--- src/rtl/bounce_gen_pkg.sv ---
// rtl/bounce_gen_pkg.sv - shared types and constants for the push-button bounce generator
package bounce_gen_pkg;

    // FSM states of the bounce generator
    typedef enum logic [1:0] {
        IDLE   = 2'd0,
        BOUNCE = 2'd1,
        SETTLE = 2'd2
    } state_t;

    // Galois feedback taps for the 16-bit LFSR (x^16 + x^14 + x^13 + x^11 + 1)
    localparam logic [15:0] LFSR_POLY    = 16'hB400;

    // Seed used when the configured seed is zero (an all-zero LFSR would lock up)
    localparam logic [15:0] DEFAULT_SEED = 16'hACE1;

endpackage

--- src/rtl/lfsr16.sv ---
// rtl/lfsr16.sv - 16-bit Galois LFSR advancing every non-reset cycle
//
// Ports:
//   clk  - clock, all logic on posedge
//   rst  - synchronous active-high reset, loads seed
//   seed - reset value (caller guarantees non-zero)
//   q    - current LFSR state
module lfsr16
    import bounce_gen_pkg::*;
(
    input  logic        clk,
    input  logic        rst,
    input  logic [15:0] seed,
    output logic [15:0] q
);

    logic [15:0] q_q;
    logic [15:0] q_d;

    // Right-shifting Galois form: the bit shifted out folds the taps back in
    always_comb begin
        q_d = q_q[0] ? ((q_q >> 1) ^ LFSR_POLY) : (q_q >> 1);
    end

    always_ff @(posedge clk) begin
        if (rst) begin
            q_q <= seed;
        end else begin
            q_q <= q_d;
        end
    end

    assign q = q_q;

endmodule

--- src/rtl/button_bounce_gen.sv ---
// rtl/button_bounce_gen.sv - emulated bouncy active-low push-button driven by press/release requests
//
// Parameters:
//   SEED          - LFSR reset value (0 replaced by 16'hACE1)
//   MIN_GAP       - minimum cycles between toggles (0 treated as 1)
//   GAP_MASK      - mask on the LFSR added to MIN_GAP per interval
//   K_MASK        - mask on LFSR[15:8] selecting bounce count k
//   SETTLE_CYCLES - stable cycles after the last toggle before done (0 treated as 1)
// Ports:
//   clk         - clock, all logic on posedge
//   rst         - synchronous active-high reset
//   press_req   - request a press (btn_n 1 -> 0)
//   release_req - request a release (btn_n 0 -> 1)
//   btn_n       - registered bouncy active-low button level
//   busy        - registered, high while a transition is in progress
//   done        - registered single-cycle pulse when a transition completes
// Build option:
//   BUTTON_BOUNCE_GEN_BOUNCE_EN - when defined, each transition makes 2*k+1 toggles;
//                                 otherwise a single clean toggle.
module button_bounce_gen
    import bounce_gen_pkg::*;
#(
    parameter logic [15:0] SEED          = DEFAULT_SEED,
    parameter logic [15:0] MIN_GAP       = 16'd4,
    parameter logic [15:0] GAP_MASK      = 16'h000F,
    parameter logic [7:0]  K_MASK        = 8'h03,
    parameter logic [15:0] SETTLE_CYCLES = 16'd16
) (
    input  logic clk,
    input  logic rst,
    input  logic press_req,
    input  logic release_req,
    output logic btn_n,
    output logic busy,
    output logic done
);

    localparam logic [15:0] SEED_EFF    = (SEED == 16'd0) ? DEFAULT_SEED : SEED;
    localparam logic [16:0] MIN_GAP_EFF = (MIN_GAP == 16'd0) ? 17'd1 : {1'b0, MIN_GAP};
    localparam logic [15:0] SETTLE_EFF  = (SETTLE_CYCLES == 16'd0) ? 16'd1 : SETTLE_CYCLES;

    state_t      state_q, state_d;
    logic [16:0] gap_q, gap_d;
    logic [8:0]  tog_q, tog_d;
    logic [15:0] settle_q, settle_d;
    logic        btn_n_q, btn_n_d;
    logic        busy_q, busy_d;
    logic        done_q, done_d;

    logic [15:0] lfsr_q;
    logic [16:0] interval;
    logic [8:0]  toggles_init;
    logic        accept;
    logic        toggle_now;

    lfsr16 u_lfsr (
        .clk  (clk),
        .rst  (rst),
        .seed (SEED_EFF),
        .q    (lfsr_q)
    );

    // 17-bit sum so MIN_GAP + masked LFSR can never wrap
    assign interval = MIN_GAP_EFF + {1'b0, (lfsr_q & GAP_MASK)};

    // Odd toggle count 2*k+1 guarantees btn_n finishes at the requested level
`ifdef BUTTON_BOUNCE_GEN_BOUNCE_EN
    assign toggles_init = {(lfsr_q[15:8] & K_MASK), 1'b1};
`else
    // K_MASK has no effect here: k is forced to zero for a single clean edge
    assign toggles_init = {(lfsr_q[15:8] & K_MASK & 8'h00), 1'b1};
`endif

    // Only one request at a time, and only if it actually changes the level
    assign accept = (state_q == IDLE) && (press_req ^ release_req) &&
                    (press_req ? btn_n_q : ~btn_n_q);

    assign toggle_now = (state_q == BOUNCE) && (gap_q == 17'd1);

    // State register
    always_ff @(posedge clk) begin
        if (rst) begin
            state_q  <= IDLE;
            gap_q    <= '0;
            tog_q    <= '0;
            settle_q <= '0;
            btn_n_q  <= 1'b1;
            busy_q   <= 1'b0;
            done_q   <= 1'b0;
        end else begin
            state_q  <= state_d;
            gap_q    <= gap_d;
            tog_q    <= tog_d;
            settle_q <= settle_d;
            btn_n_q  <= btn_n_d;
            busy_q   <= busy_d;
            done_q   <= done_d;
        end
    end

    // Next-state and counter logic
    always_comb begin
        state_d  = state_q;
        gap_d    = gap_q;
        tog_d    = tog_q;
        settle_d = settle_q;
        case (state_q)
            IDLE: begin
                if (accept) begin
                    state_d = BOUNCE;
                    gap_d   = interval;
                    tog_d   = toggles_init;
                end
            end
            BOUNCE: begin
                if (gap_q == 17'd1) begin
                    if (tog_q == 9'd1) begin
                        state_d  = SETTLE;
                        settle_d = SETTLE_EFF;
                        gap_d    = '0;
                        tog_d    = '0;
                    end else begin
                        tog_d = tog_q - 9'd1;
                        gap_d = interval;
                    end
                end else begin
                    gap_d = gap_q - 17'd1;
                end
            end
            SETTLE: begin
                if (settle_q == 16'd1) begin
                    state_d  = IDLE;
                    settle_d = '0;
                end else begin
                    settle_d = settle_q - 16'd1;
                end
            end
            default: begin
                state_d = IDLE;
            end
        endcase
    end

    // Registered output next values
    always_comb begin
        btn_n_d = btn_n_q;
        busy_d  = busy_q;
        done_d  = 1'b0;
        case (state_q)
            IDLE: begin
                if (accept) begin
                    busy_d = 1'b1;
                end
            end
            BOUNCE: begin
                if (toggle_now) begin
                    btn_n_d = ~btn_n_q;
                end
            end
            SETTLE: begin
                if (settle_q == 16'd1) begin
                    done_d = 1'b1;
                    busy_d = 1'b0;
                end
            end
            default: begin
                busy_d = 1'b0;
            end
        endcase
    end

    assign btn_n = btn_n_q;
    assign busy  = busy_q;
    assign done  = done_q;

endmodule

--- config.mk ---
export PLATFORM = sky130hd
export DESIGN_NAME = button_bounce_gen
export DESIGN_NICKNAME = d
export VERILOG_FILES = /design/src/rtl/bounce_gen_pkg.sv /design/src/rtl/lfsr16.sv /design/src/rtl/button_bounce_gen.sv
export SDC_FILE = /design/constraint.sdc
export NUM_CORES = 1
export LEC_CHECK = 0
export CAP_MARGIN = 20
export CORE_MARGIN = 5
export CORE_UTILIZATION = 35
export CTS_CLUSTER_DIAMETER = 60
export DETAILED_ROUTE_END_ITERATION = 12
export GPL_TIMING_DRIVEN = 0
export PLACE_DENSITY_LB_ADDON = 0.15
export SYNTH_ARGS = -nofsm -noshare
export SYNTH_HDL_FRONTEND = slang
export SYNTH_HIERARCHICAL = 1
export SYNTH_SLANG_ARGS = --single-unit
export TNS_END_PERCENT = 50
--- constraint.sdc ---
create_clock -name clk -period 6.3 [get_ports clk]
set_clock_uncertainty 0.1 [all_clocks]
set_input_delay 0.945 -clock clk [delete_from_list [all_inputs] [get_ports clk]]
set_output_delay 0.945 -clock clk [all_outputs]
set_load 0.02 [all_outputs]
# Yosys cells after proc, flatten, opt, wreduce, memory -nomap -nowiden
# Cells that the tools add are included.
# totals
register_bits	63
# classes
addsub	4
n_eq_ne	9
n_mux	23
bitwise_logic	5
reduce_logical	13
# ops
cell	count
16-bit 2-to-1 mux	4
17-bit 2-to-1 mux	2
17-bit case mux with 2 select lines	1
16-bit case mux with 2 select lines	1
9-bit 2-to-1 mux	3
9-bit case mux with 2 select lines	1
17-bit by 1-bit == test with 1-bit output (second input constant)	1
17-bit by 1-bit subtractor with 17-bit output (second input constant)	1
16-bit by 1-bit == test with 1-bit output (second input constant)	1
16-bit by 1-bit subtractor with 16-bit output (second input constant)	1
9-bit by 1-bit == test with 1-bit output (second input constant)	1
3-bit AND reduction	3
9-bit by 1-bit subtractor with 9-bit output (second input constant)	1
2-bit 2-to-1 mux	4
2-bit case mux with 3 select lines	1
3-bit by 4-bit adder with 5-bit output (first input constant)	1
5-bit 2-to-1 mux	1
1-bit 2-to-1 mux	4
2-bit by 1-bit inequality test with 1-bit output (second input constant)	2
2-bit inequality test (second input constant)	2
3-bit NOT with 4-bit output	1
2-bit AND reduction	2
4-bit AND reduction	1
2-bit nonzero test	2
other kinds (8)	12

# Longest topological paths before layout
# depth
word_depth	5
mapped_depth	9

# Cells and area by module
# The synthesis kept the hierarchy.
# modules_own_cells
module	n_inst	cells_each	area_each_um2	seq_area_each_um2
button_bounce_gen	1	305	2527.4	940.9
lfsr16	1	40	560.5	320.3

# Worst setup path before layout
# No wires, ideal clock.
# synth_timing
path_kind	input-to-reg
from	in press_req
to	reg tog_q[7]
arrival_time_ns	2.452
required_time_ns	6.130
slack_ns	3.678
path_stages	5
path_cell_list	or3b_1 a211oi_1 a21oi_1 or4_1 a21oi_1
# synth_between
elab_chain_cells	5
elab_cells_between_ends	6
cone_classes	eq/ne: 1; mux: 1; bitwise: 1; reduce/logical: 3
# synth_lines
element	line	text
start, declared	button_bounce_gen.sv:31	input logic press_req,
1-bit XOR	button_bounce_gen.sv:75	assign accept = (state_q == IDLE) && (press_req ^ release_req) &&
1-bit logical AND	button_bounce_gen.sv:75	
1-bit logical AND (*)	button_bounce_gen.sv:75	
2-bit inequality test (no line) (*)	--	
3-bit AND reduction (no line) (*)	--	
end signal, assigned	button_bounce_gen.sv:93	tog_q <= tog_d;
end, declared	button_bounce_gen.sv:44	logic [8:0] tog_q, tog_d;
# Every way passes the cells marked *; elsewhere a longest branch is shown, timed or not.
# A chain may end at the register's enable or synchronous reset.

# Final worst setup path
# layout_timing
from	in release_req
to	reg tog_q[8]
# layout_between
elab_chain_cells	5
# layout_lines
element	line	text
start, declared	button_bounce_gen.sv:32	input logic release_req,
1-bit XOR	button_bounce_gen.sv:75	
1-bit logical AND (2 in a row)	button_bounce_gen.sv:75	
2-bit inequality test (no line)	--	
3-bit AND reduction (no line)	--	
# Every way passes these cells.

==> insert_results.sql <==
INSERT INTO impl_metrics (metric_group, metric, value, unit) VALUES
('outcome', 'outcome', 'completed', ''),
('clock_network', 'ctsResizeCount', '0', ''),
('global_routing', 'total_routing_resource_utilization_after_global_routing', '13.5', '%'),
('pwr', 'leakagePower', '1.33', 'nW'),
('clock_network', 'cts_made_buffers', '9', ''),
('finish', 'antenna_cells', '0', ''),
('placed_design', 'io_buffers', '6', ''),
('setup_path', 'worstPathArrival', '3.28', 'ns'),
('placed_design', 'dpl-instance-area', '0.00334', 'mm^2'),
('min_path', 'holdCritStartpoint', 'u_lfsr/q[5]$_DFF_P_', ''),
('placed_design', 'numPlacedInstances', '473', ''),
('min_path', 'type_of_the_worst_min_delay_path', 'flop to flop', ''),
('synthesis', 'synthCells', '345', ''),
('setup_path', 'critPathCaptureType', 'flop', ''),
('synthesis', 'ys_dominant_reg_cell', 'sky130_fd_sc_hd__dfxtp_1', ''),
('global_routing', 'globalRouteOverflowTotal', '0', ''),
('pwr', 'power_density_over_cell_area', '284', 'mW/mm^2'),
('setup_path', 'timing.critical_path.from_type', 'input port', ''),
('timing', 'worst_slew_pin_slew', '0.749', 'ns'),
('drt', 'dr.pass1.iters', '4', ''),
('synthesis', 'mapped_area', '0.00309', 'mm^2'),
('finish', 'final_net_count', '387', ''),
('die', 'design.portCount', '7', ''),
('die', 'fp.dieArea', '0.0108', 'mm^2'),
('pwr', 'power.ir.vdd_worst', '0.000131', 'V'),
('synthesis', 'synth.most_common_cell', 'sky130_fd_sc_hd__dfxtp_1', ''),
('clock_network', 'path_clk_slew', '0.07', 'ns'),
('setup_path', 'r2r_slack', '3.64', 'ns'),
('die', 'floorplan_die_height', '104', 'um'),
('drt', 'detail_route.iter0.violations', '80', ''),
('clock_network', 'postCtsHoldBufs', '0', ''),
('timing', 'slew_viol_final', '0', ''),
('drt', 'routed_wire_length_per_instance', '14.6', 'um'),
('drt', 'num_vias', '2619', ''),
('synthesis', 'yosys.area.top_type_share', '40.8', '%'),
('min_path', 'min_delay_worst_endpoint', 'u_lfsr/q[4]$_DFF_P_', ''),
('synthesis', 'ys_async_sr_fraction', '0', '%'),
('clock_network', 'clk_root_buffer_cell', 'sky130_fd_sc_hd__clkbuf_8', ''),
('synthesis', 'synth_sequential_area_ratio', '40.8', '%'),
('finish', 'layout.cells.non_filler', '489', ''),
('global_routing', 'largest_net_degree_at_the_start_of_global_routing', '11', ''),
('setup_path', 'reg2regPathDepth', '9', ''),
('setup_path', 'critical_path.max_fanout', '10', ''),
('clock_network', 'h-tree-depth', '3', ''),
('finish', 'fill_cells', '899', ''),
('timing', 'final.period_utilization', '50.3', '%'),
('setup_path', 'cp_data_required_time', '6.41', 'ns'),
('die', 'start_util', '35.6', '%'),
('clock_network', 'clock_tree.buffer_depth', '2', ''),
('synthesis', 'ys.warnings.count', '6', ''),
('setup_path', 'timing.setup.critical_path_class', 'input port to flop', ''),
('min_path', 'hold-path-cell-count', '1', ''),
('synthesis', 'yosys_register_bits', '63', ''),
('job', 'timing.max_cap.violations', '0', ''),
('timing', 'post-route-min-period', '3.17', 'ns'),
('global_routing', 'grt_first_pass_wirelength', '12.0', 'mm'),
('die', 'fp.dieW', '104', 'um'),
('finish', 'final_cell_area', '0.00353', 'mm^2'),
('synthesis', 'synth_area_leader_cell', 'sky130_fd_sc_hd__dfxtp_1', ''),
('timing', 'rsz0062_at_grt', 'no', ''),
('placed_design', 'place_congestion', '0.776', ''),
('timing', 'max_freq', '316', 'MHz'),
('setup_path', 'critical_path.reg2reg.endpoint', 'gap_q[3]$_SDFFE_PP0P_', ''),
('finish', 'area.growth.synth_to_final', '14.2', '%'),
('clock_network', 'clock_sinks', '63', ''),
('clock_network', 'worst_skew_pair_latency', '0.34', 'ns'),
('placed_design', 'dp_hpwl', '4.93', 'mm'),
('clock_network', 'number_of_setup_buffers_added_after_cts', '0', ''),
('finish', 'multi_input_area', '0.00174', 'mm^2'),
('timing', 'slew_headroom', '49.6', '%'),
('synthesis', 'syn_avg_cell_area', '8.95', 'um^2');
## metrics by stage
stage,power (W),hold slack [ns],setup WS (ns)
after floorplan,0.000614,0.334,3.68
after global placement,0.000656,0.338,2.79
after detailed placement,0.000659,0.343,2.77
after CTS,0.00101,0.358,3.14
after global routing,0.00106,0.376,2.92
final,0.00100,0.354,3.13
## worst max path at each step
| stage | startpoint | end | slack (ns) | cells after the start |
|---|---|---|---|---|
| after floorplan | press_req | tog_q[7]$_SDFFE_PP0P_ | 3.68 | 5 |
| after global routing | release_req | tog_q[5]$_SDFFE_PP0P_ | 2.92 | 7 |
| final | release_req | tog_q[8]$_SDFFE_PP0P_ | 3.13 | 7 |
| after detailed placement | release_req | tog_q[8]$_SDFFE_PP0P_ | 2.77 | 7 |
| after CTS | release_req | tog_q[8]$_SDFFE_PP0P_ | 3.14 | 7 |
| after global placement | release_req | tog_q[8]$_SDFFE_PP0P_ | 2.79 | 7 |
## layer usage
metal	up-vias	global-route usage [%]	share of wire [%]
met4	0	4.72	1.3
li1	1333	-	-
met3	6	3.79	3.0
met5	-	0	0
met1	1243	17.1	49
met2	37	22.1	47
## logic make-up (layout without fill, tap and decap cells)
group                    count (synthesis)  after routing  synth area share [%]
multiplexers                            14             14                  5.55
buffers and inverters                   27             49                  4.58
AND/OR/NAND/NOR                        130            130                  23.5
AO/OA/AOI/OAI                           88             88                  18.4
flip-flops                              63             63                  40.8
adder cells (fa/ha/maj)                  7              7                  2.84
other                                    2             16                 0.243
XOR/XNOR                                14             14                  3.97
## layout make-up
type,instances,area share [%]
buffer,14,2.63
timing repair buffer,6,1.70
clock buffer,13,4.22
clock inverter,3,1.21
sequential,63,35.8
inverter,13,1.38
multi-input combinational,269,49.3
tap,108,3.83
## sequential cells by signal, indices dropped and copies added (netlist names)
name / cells
u_lfsr/q: 16
gap_q: 17
state_q: 2
busy: 1
settle_q: 16
tog_q: 9
btn_n: 1
done: 1
## layout by cell type (no fill, tap or decap), types with 8 or more instances in the layout
master,count
sky130_fd_sc_hd__nor4_1,9
sky130_fd_sc_hd__clkbuf_1,10
sky130_fd_sc_hd__dfxtp_1,63
sky130_fd_sc_hd__a31oi_1,8
sky130_fd_sc_hd__clkbuf_8,10
sky130_fd_sc_hd__inv_1,13
sky130_fd_sc_hd__nand2_1,24
sky130_fd_sc_hd__nor2_1,30
sky130_fd_sc_hd__mux2_2,9
sky130_fd_sc_hd__a21oi_1,31
sky130_fd_sc_hd__o21ai_0,16
sky130_fd_sc_hd__xor2_1,8
sky130_fd_sc_hd__conb_1,16
sky130_fd_sc_hd__nor3_1,18
sky130_fd_sc_hd__a211oi_1,8
## power breakdown
group          total (W)  internal [W]  switching [W]
registers       0.000459      0.000430      0.0000288
logic           0.000192     0.0000849       0.000107
clock network   0.000349      0.000194       0.000156
## worst max-delay path, stage by stage
cell	delay, ns
sky130_fd_sc_hd__clkdlybuf4s50_1	0.46
sky130_fd_sc_hd__or3b_1	0.40
sky130_fd_sc_hd__a211oi_1	0.51
sky130_fd_sc_hd__a21oi_1	0.23
sky130_fd_sc_hd__clkbuf_1	0.33
sky130_fd_sc_hd__o41ai_1	0.30
sky130_fd_sc_hd__a21oi_1	0.10
Note: power is estimated with default switching activity, not from simulation.
